==> src/rtl/adder_arbiter.sv <==
// adder_arbiter
//   Round-robin scheduler that shares one external combinational adder between
//   NREQ requesters. One requester is granted per cycle; its operands are driven
//   onto the adder and the adder result is captured in a single-entry response
//   register, returned with the requester ID over a valid/ready handshake.
//
// Ports:
//   clk, rst_n              clock (rising edge), asynchronous active-low reset
//   req_valid/req_ready     per-requester handshake (req_ready one-hot or zero)
//   req_a/req_b             packed operands, requester i at [i*WIDTH +: WIDTH]
//   req_cin                 per-requester carry-in
//   req_sub                 per-requester subtract select (ADDER_ARBITER_SUB_EN only)
//   add_a/add_b/add_cin     operands to the shared adder (zero when idle)
//   add_sum/add_cout        result from the shared adder, sampled the same cycle
//   rsp_valid/rsp_ready     response handshake
//   rsp_id/rsp_sum/rsp_cout registered response fields
//
// Build option:
//   ADDER_ARBITER_SUB_EN    adds req_sub; a granted subtract drives ~B with cin=1
//                           so the result is A-B (rsp_cout=1 means no borrow).

module adder_arbiter #(
    parameter int NREQ  = 4,
    parameter int WIDTH = 32,
    parameter int IDW   = 2
) (
    input  logic                  clk,
    input  logic                  rst_n,
    input  logic [NREQ-1:0]       req_valid,
    output logic [NREQ-1:0]       req_ready,
    input  logic [NREQ*WIDTH-1:0] req_a,
    input  logic [NREQ*WIDTH-1:0] req_b,
    input  logic [NREQ-1:0]       req_cin,
`ifdef ADDER_ARBITER_SUB_EN
    input  logic [NREQ-1:0]       req_sub,
`endif
    output logic [WIDTH-1:0]      add_a,
    output logic [WIDTH-1:0]      add_b,
    output logic                  add_cin,
    input  logic [WIDTH-1:0]      add_sum,
    input  logic                  add_cout,
    output logic                  rsp_valid,
    input  logic                  rsp_ready,
    output logic [IDW-1:0]        rsp_id,
    output logic [WIDTH-1:0]      rsp_sum,
    output logic                  rsp_cout
);

    typedef enum logic {
        S_EMPTY = 1'b0,
        S_FULL  = 1'b1
    } state_t;

    state_t           r_state;
    logic [IDW-1:0]   r_ptr;
    logic             r_rsp_valid;
    logic [IDW-1:0]   r_rsp_id;
    logic [WIDTH-1:0] r_rsp_sum;
    logic             r_rsp_cout;

    logic             w_can_issue;
    logic             w_grant;
    logic [IDW-1:0]   w_gnt;
    logic [IDW-1:0]   w_ptr_next;
    logic [WIDTH-1:0] w_a [NREQ];
    logic [WIDTH-1:0] w_b [NREQ];

    for (genvar gi = 0; gi < NREQ; gi++) begin : g_unpack
        assign w_a[gi] = req_a[gi*WIDTH +: WIDTH];
        assign w_b[gi] = req_b[gi*WIDTH +: WIDTH];
    end

    // rst_n gates issue so req_ready stays low for the whole reset window.
    assign w_can_issue = rst_n & ((r_state == S_EMPTY) | (r_rsp_valid & rsp_ready));

    // First valid requester at or after the pointer, wrapping modulo NREQ.
    always_comb begin : grant_search
        logic [IDW:0]   w_idx;
        logic [IDW-1:0] w_cand;
        w_grant = 1'b0;
        w_gnt   = '0;
        w_idx   = '0;
        w_cand  = '0;
        for (int unsigned k = 0; k < NREQ; k++) begin
            w_idx = {1'b0, r_ptr} + (IDW+1)'(k);
            if (w_idx >= (IDW+1)'(NREQ)) begin
                w_idx = w_idx - (IDW+1)'(NREQ);
            end
            w_cand = w_idx[IDW-1:0];
            if (!w_grant && w_can_issue && req_valid[w_cand]) begin
                w_grant = 1'b1;
                w_gnt   = w_cand;
            end
        end
    end

    always_comb begin
        req_ready = '0;
        if (w_grant) begin
            req_ready[w_gnt] = 1'b1;
        end
    end

    always_comb begin
        add_a   = '0;
        add_b   = '0;
        add_cin = 1'b0;
        if (w_grant) begin
            add_a = w_a[w_gnt];
`ifdef ADDER_ARBITER_SUB_EN
            if (req_sub[w_gnt]) begin
                add_b   = ~w_b[w_gnt];
                add_cin = 1'b1;
            end else begin
                add_b   = w_b[w_gnt];
                add_cin = req_cin[w_gnt];
            end
`else
            add_b   = w_b[w_gnt];
            add_cin = req_cin[w_gnt];
`endif
        end
    end

    assign w_ptr_next = (w_gnt == IDW'(NREQ-1)) ? '0 : w_gnt + 1'b1;

    // A grant already implies the response slot is free or being drained,
    // so a grant always captures; FULL only empties on a drain with no grant.
    always_ff @(posedge clk or negedge rst_n) begin
        if (!rst_n) begin
            r_state     <= S_EMPTY;
            r_ptr       <= '0;
            r_rsp_valid <= 1'b0;
            r_rsp_id    <= '0;
            r_rsp_sum   <= '0;
            r_rsp_cout  <= 1'b0;
        end else begin
            case (r_state)
                S_EMPTY: begin
                    if (w_grant) begin
                        r_state     <= S_FULL;
                        r_rsp_valid <= 1'b1;
                        r_rsp_id    <= w_gnt;
                        r_rsp_sum   <= add_sum;
                        r_rsp_cout  <= add_cout;
                        r_ptr       <= w_ptr_next;
                    end
                end
                S_FULL: begin
                    if (w_grant) begin
                        r_rsp_id    <= w_gnt;
                        r_rsp_sum   <= add_sum;
                        r_rsp_cout  <= add_cout;
                        r_ptr       <= w_ptr_next;
                    end else if (rsp_ready) begin
                        r_state     <= S_EMPTY;
                        r_rsp_valid <= 1'b0;
                    end
                end
                default: begin
                    r_state     <= S_EMPTY;
                    r_rsp_valid <= 1'b0;
                end
            endcase
        end
    end

    assign rsp_valid = r_rsp_valid;
    assign rsp_id    = r_rsp_id;
    assign rsp_sum   = r_rsp_sum;
    assign rsp_cout  = r_rsp_cout;

endmodule

==> config.mk <==
export PLATFORM = sky130hd
export DESIGN_NAME = adder_arbiter
export DESIGN_NICKNAME = d
export VERILOG_FILES = /design/src/rtl/adder_arbiter.sv
export SDC_FILE = /design/constraint.sdc
export NUM_CORES = 1
export LEC_CHECK = 0
export CORE_AREA = 2 2 156 158
export CTS_CLUSTER_DIAMETER = 80
export DETAILED_ROUTE_END_ITERATION = 7
export DIE_AREA = 0 0 158 160
export GPL_TIMING_DRIVEN = 0
export HOLD_SLACK_MARGIN = 0.02
export PLACE_DENSITY = 0.48
export SETUP_SLACK_MARGIN = 0.2
export SLEW_MARGIN = 10
export SYNTH_ARGS = -nofsm -noshare
export SYNTH_HDL_FRONTEND = slang
export SYNTH_SLANG_ARGS = --single-unit
==> constraint.sdc <==
create_clock -name clk -period 5.8 [get_ports clk]
set_input_delay 1.45 -clock clk [delete_from_list [all_inputs] [get_ports clk]]
set_output_delay 1.45 -clock clk [all_outputs]
set_load 0.01 [all_outputs]
==> run summary <==
Status: completed
Worst-Margin Slew: 0.5698 ns
Layout Skew: 0.007182 ns
Synth unique cells: 34
Iteration-0 DRC Markers: 264
First-pass GRT wire length: 36.67 mm
Synth Area per Inst: 7.264 µm²
CTS sink cnt: 39
Max Fclk: 176.8 MHz
Cell taking the most area after synthesis: dfrtp_1
Final WS setup: 0.1431 ns
Layout Cells excl Fill: 1276
Yosys Warn Count: 0
Arrival @ worst endpoint: 4.21 ns
Nets: 1251
DP Cell Count: 1264
#FFs+latches synth: 39
Slew headroom: 0.6201
Final period util: 0.9753
Finished Cell Area: 8642 µm²
Core area: 23820 µm²
# DRC: 0
Sequential fraction of the synthesis area: 0.2511
Total gr overflow: 0
Synth top cells by count: nand2_1 (191), and3_1 (41), a211oi_1 (40), a311oi_1 (40), dfrtp_1 (39)
Clock slew at reported path FFs: 0.06 ns
Initial Utilization: 0.1631
Hold WS: 0.4622 ns
Ys flop type: dfrtp_1
Layout cells sized above 1: 0.08728
Via count of the first global-routing pass: 5890
Row cnt: 57
Place WS: -0.1025 ns
Die Height: 160 µm
Total GRT Usage: 0.1912
Port Buffer Count: 404
MaxCap Viol Count: 0
Static Leak: 3.807 nW
Ranking of synthesized cells by area: dfrtp_1 (25%), nand2_1 (18%), a311oi_1 (9.0%), a211oi_1 (7.7%), o221ai_2 (7.3%)
Pre-antenna DRT Iters: 5
Crit Path Max Fanout: 10
Area grow syn2layout: 122.4%
Met3 Wirelength: 1.907 mm
Area share of the leading cell type in the synthesized netlist: 0.2511
Chip Width: 158 µm
Cells after Synth: 535
CTS buffer count: 5
Async S/R FF share, synth: 1.000
RSZ-0062 raised after global routing: true
Area after DPL: 8351 µm²
VDD IR max: 0.0001225 V
Final WL: 25.53 mm
Pwr/cell area: 284.6 nW/µm²
Most numerous cell in the Yosys netlist: nand2_1
Data required, critical path: 4.35 ns
Wire per inst: 20.01 µm
Gpl congestion: 0.8621
# fillers: 2566
Clock Latency Late Sink: 0.28 ns
Die area: 25280 µm²
Fin. max-slew vios: 0
Final Hold Vio Count: 0
Initial antenna violation count: 1
Top sig layer: met4
I/O Pins: 405
Number of enable flip-flop cells after synthesis: 0
Via count: 5661
CP Launch Type: primary input
Minimum clock period: 5.657 ns
Worst min path class: flop to flop
Clock Tree Buf Depth: 2
Register Area: 975.9 µm²
Post-Syn Nets: 836
Met2 WL: 12.94 mm
CTS H-tree lvls: 2
Area occupied by multi-input gates: 2569 µm²
Met1 wire length: 10.22 mm
Largest net degree at the start of global routing: 31
HPWL Detailed: 20.83 mm
Detail Route Antenna Nets: 0
Final setup fails: 0
Vias per cell: 4.437
CTS tree: built
Root Buffer: clkbuf_16
Post-synthesis cell area: 3886 µm²
Kind of critical path: primary input to output port
Critical Path End Type: output port
critical path, stage by stage:
cell and delay [ns]:
clkdlybuf4s50_1 0.57, nor2b_1 0.09, a211o_2 0.39, nand2_1 0.13, buf_6 0.19, buf_4 0.21, a211oi_1 0.09, a311oi_1 0.44
clkdlybuf4s50_1 0.64
cell type report:
cell class,instances,share of cell area
Clock buffer,6,0.01607
Buffer,54,0.03518
Inverter,28,0.01216
Clock inverter,2,0.004488
Timing Repair Buffer,408,0.4747
Sequential cell,39,0.1129
Tap cell,324,0.04691
Multi-Input combinational cell,414,0.2972
Antenna cell,1,0.0002896
worst paths after layout:
path	depth (start not counted)	slack (ns)	start	endpoint
max in group asynchronous	2	4.25	rst_n	rsp_sum[0]
hold / removal	1	0.46	r_state	rsp_valid
min in group asynchronous	1	1.06	rst_n	rsp_sum[9]
setup reg to reg	9	3.79	r_state	r_ptr[1]
hold reg to reg	1	0.46	r_state	rsp_valid
setup / recovery	9	0.14	req_valid[1]	add_a[20]
metal layers:
| metal | GRT usage | vias up |
|---|---|---|
| li1 | - | 2749 |
| met1 | 0.2272 | 2652 |
| met2 | 0.3522 | 237 |
| met3 | 0.04016 | 23 |
| met4 | 0.03645 | 0 |
| met5 | 0 | - |
cells in the final DEF, fill, tap and decap left out, types with 2 or more instances in the layout:
cell type,n
nand3_2,2
inv_1,27
clkdlybuf4s50_1,393
a311oi_1,39
clkbuf_4,4
clkbuf_1,14
and3_1,41
clkbuf_2,7
clkbuf_16,5
dlymetal6s2s_1,9
dfrtp_1,39
mux2i_1,26
o21bai_1,2
nor2b_1,3
nor2_1,2
and2_1,3
buf_6,3
a211oi_1,39
nand3_1,24
buf_2,18
buf_4,12
nand2_1,191
o221ai_1,5
o221ai_2,19
power by group:
part | switching (mW) | total (mW) | internal, mW
logic | 0.857 | 1.70 | 0.843
registers | 0.0556 | 0.427 | 0.371
clock network | 0.116 | 0.332 | 0.216
cell families after synthesis:
logic type      synth area share
simple gates              0.3078
compound gates            0.2740
buf+inv                  0.09691
flops                     0.2511
mux                      0.06697
fa+ha+maj               0.003219
sequential cells by signal (all words and copies together) (netlist names):
register	flops
r_ptr	2
rsp_valid	1
rsp_id	2
rsp_sum	32
rsp_cout	1
r_state	1
stage by stage:
stage / utilization / power (mW) / TNS [ns]
2_1_floorplan: - / 1.199 / 0
3_3_place_gp: 0.3499 / 2.124 / -76.32
3_5_place_dp: 0.3506 / 2.124 / -0.2205
4_1_cts: 0.3603 / 2.488 / 0
5_1_grt: 0.3628 / 2.635 / 0
6_report: 0.3628 / 2.459 / 0
timing repair:
| item | CTS | global route |
|---|---|---|
| pin swaps | 2 | 0 |
| setup endpoints to repair | 57 | 41 |
| gates resized for setup | 12 | 25 |
| hold buffers | 0 | 0 |
| setup buffers | 3 | 0 |
| gates cloned | 0 | 0 |
Power figures use the tool's default switching activity.
==> RTL edit (config.mk and constraints unchanged) <==
`WIDTH`: 32 -> 24.
--- a/src/rtl/adder_arbiter.sv
+++ b/src/rtl/adder_arbiter.sv
@@ -21,7 +21,7 @@
 
 module adder_arbiter #(
     parameter int NREQ  = 4,
-    parameter int WIDTH = 32,
+    parameter int WIDTH = 24,
     parameter int IDW   = 2
 ) (
     input  logic                  clk,
Interface: changed (6 resized); port bits go from 405 to 309. The function was not compared with the original's and may differ.
==> RTL edit against the original RTL <==
Final cell count fell by 19%; design area fell by 21%; routed wire length fell by 27%; count of clock-buffer cells in the layout is 1 higher; worst setup slack improved by 0.21 ns; sequential cell count shrank 8; power down 36%; synthesized area down 19%.
==> RTL edit: results (changes against the original RTL) <==
- Run status: finished, final reports clean
- Worst path arrival time: 4.00 ns (-0.21 ns)
- Worst IR Drop VDD: 0.121 mV (-1.4%)
- Worst slack, placed: -0.400 ns (-0.297 ns)
- GR Layer Usage met1: 16.7% (-6.0 points)
- Comb pwr: 0.00100 W (-41%)
- Share of layout cells above drive strength 1: 11.3% (+2.6 points)
- Slew @ Worst Pin: 0.622 ns (+0.0524 ns)
- Switching Fraction: 39.8% (-2.0 points)
- GR Util met3: 3.26% (-0.76 points)
- Metal3 WL: 1.38 mm (-28%)
- Vias per std cell: 4.22 (-4.8%)
- Vias in the first global route: 4,665 (-21%)
- First-pass GRT wire length: 27.2 mm (-26%)
- Plain + repair buffers: 359 (-22%)
- Sequential-to-total area share from yosys stat: 24.7% (-0.45 points)
- Pre-antenna DRT Iters: 4 (-1)
- Final clock-cell share: 2.34% (+0.28 points)
- Metal-1 WL: 7.62 mm (-26%)
- Post-place instance area: 6630 um^2 (-21%)
- Post-Place Cells: 1,021 (-19%)
- Inverter count: 6 (-79%)
- DR WL/cell: 18.1 um (-9.5%)
- Synth Area in Compound Gates: 40.9% (+13 points)
- Multiplexer area fraction after synthesis: 10.3% (+3.6 points)
- HPWL after DPL: 15.2 mm (-27%)
- CTS resizes: 73 (+61)
- Register Area: 776 um^2 (-21%)
- Filler cell count: 2,616 (+1.9%)
- Non-clock buffering overhead: 48.6% (-2.4 points)
- Worst Hold Depth: 2 (+1)
- Distinct cell type count after synthesis: 32 (-5.9%)
- Synth top area share: 24.7% (-0.45 points)
- Adder-Cell Fraction of Synth Area: 0.398% (+0.076 points)
- CP peak stage delay: 0.49 ns (-0.15 ns)
- Multi-input gate share of total cell area: 31.3% (+1.6 points)
- Clock buffers: 7 (+1)
- Synth Cell Area: 3150 um^2 (-19%)
- Mapped Cells: 389 (-27%)
- NetSw: 0.000630 W (-39%)
- Total GRT Usage: 13.9% (-5.2 points)
- Max reg flops: 24 (-25%)
- Vias: 4,348 (-23%)
- Placer Congestion: 0.790 (-8.4%)
==> RTL edit: cell count changes in the layout (fill, tap and decap cells not counted), moves of 26 or more <==
cell             unedited run  this run
mux2_2                      0        26
nand2_1                   191       101
o31a_1                      0        48
dlygate4sd2_1               1        49
clkdlybuf4s50_1           393       255
and3_1                     41         2
==> RTL edit: tightest hold or removal path: stages, from the launching register on <==
cell	delay, ns
dfrtp_1	0.34
nand2_1	0.05
nand2_1	0.06
==> RTL edit: worst paths after layout <==
kind	startpoint	end	slack (ns)
setup / recovery	rsp_ready	add_a[19]	0.35
hold / removal	rsp_id[1]	rsp_id[1]	0.48
setup reg to reg	r_state	r_ptr[1]	3.45
hold reg to reg	rsp_id[1]	rsp_id[1]	0.48
max in group asynchronous	rst_n	rsp_id[1]	4.36
min in group asynchronous	rst_n	rsp_sum[13]	1.12
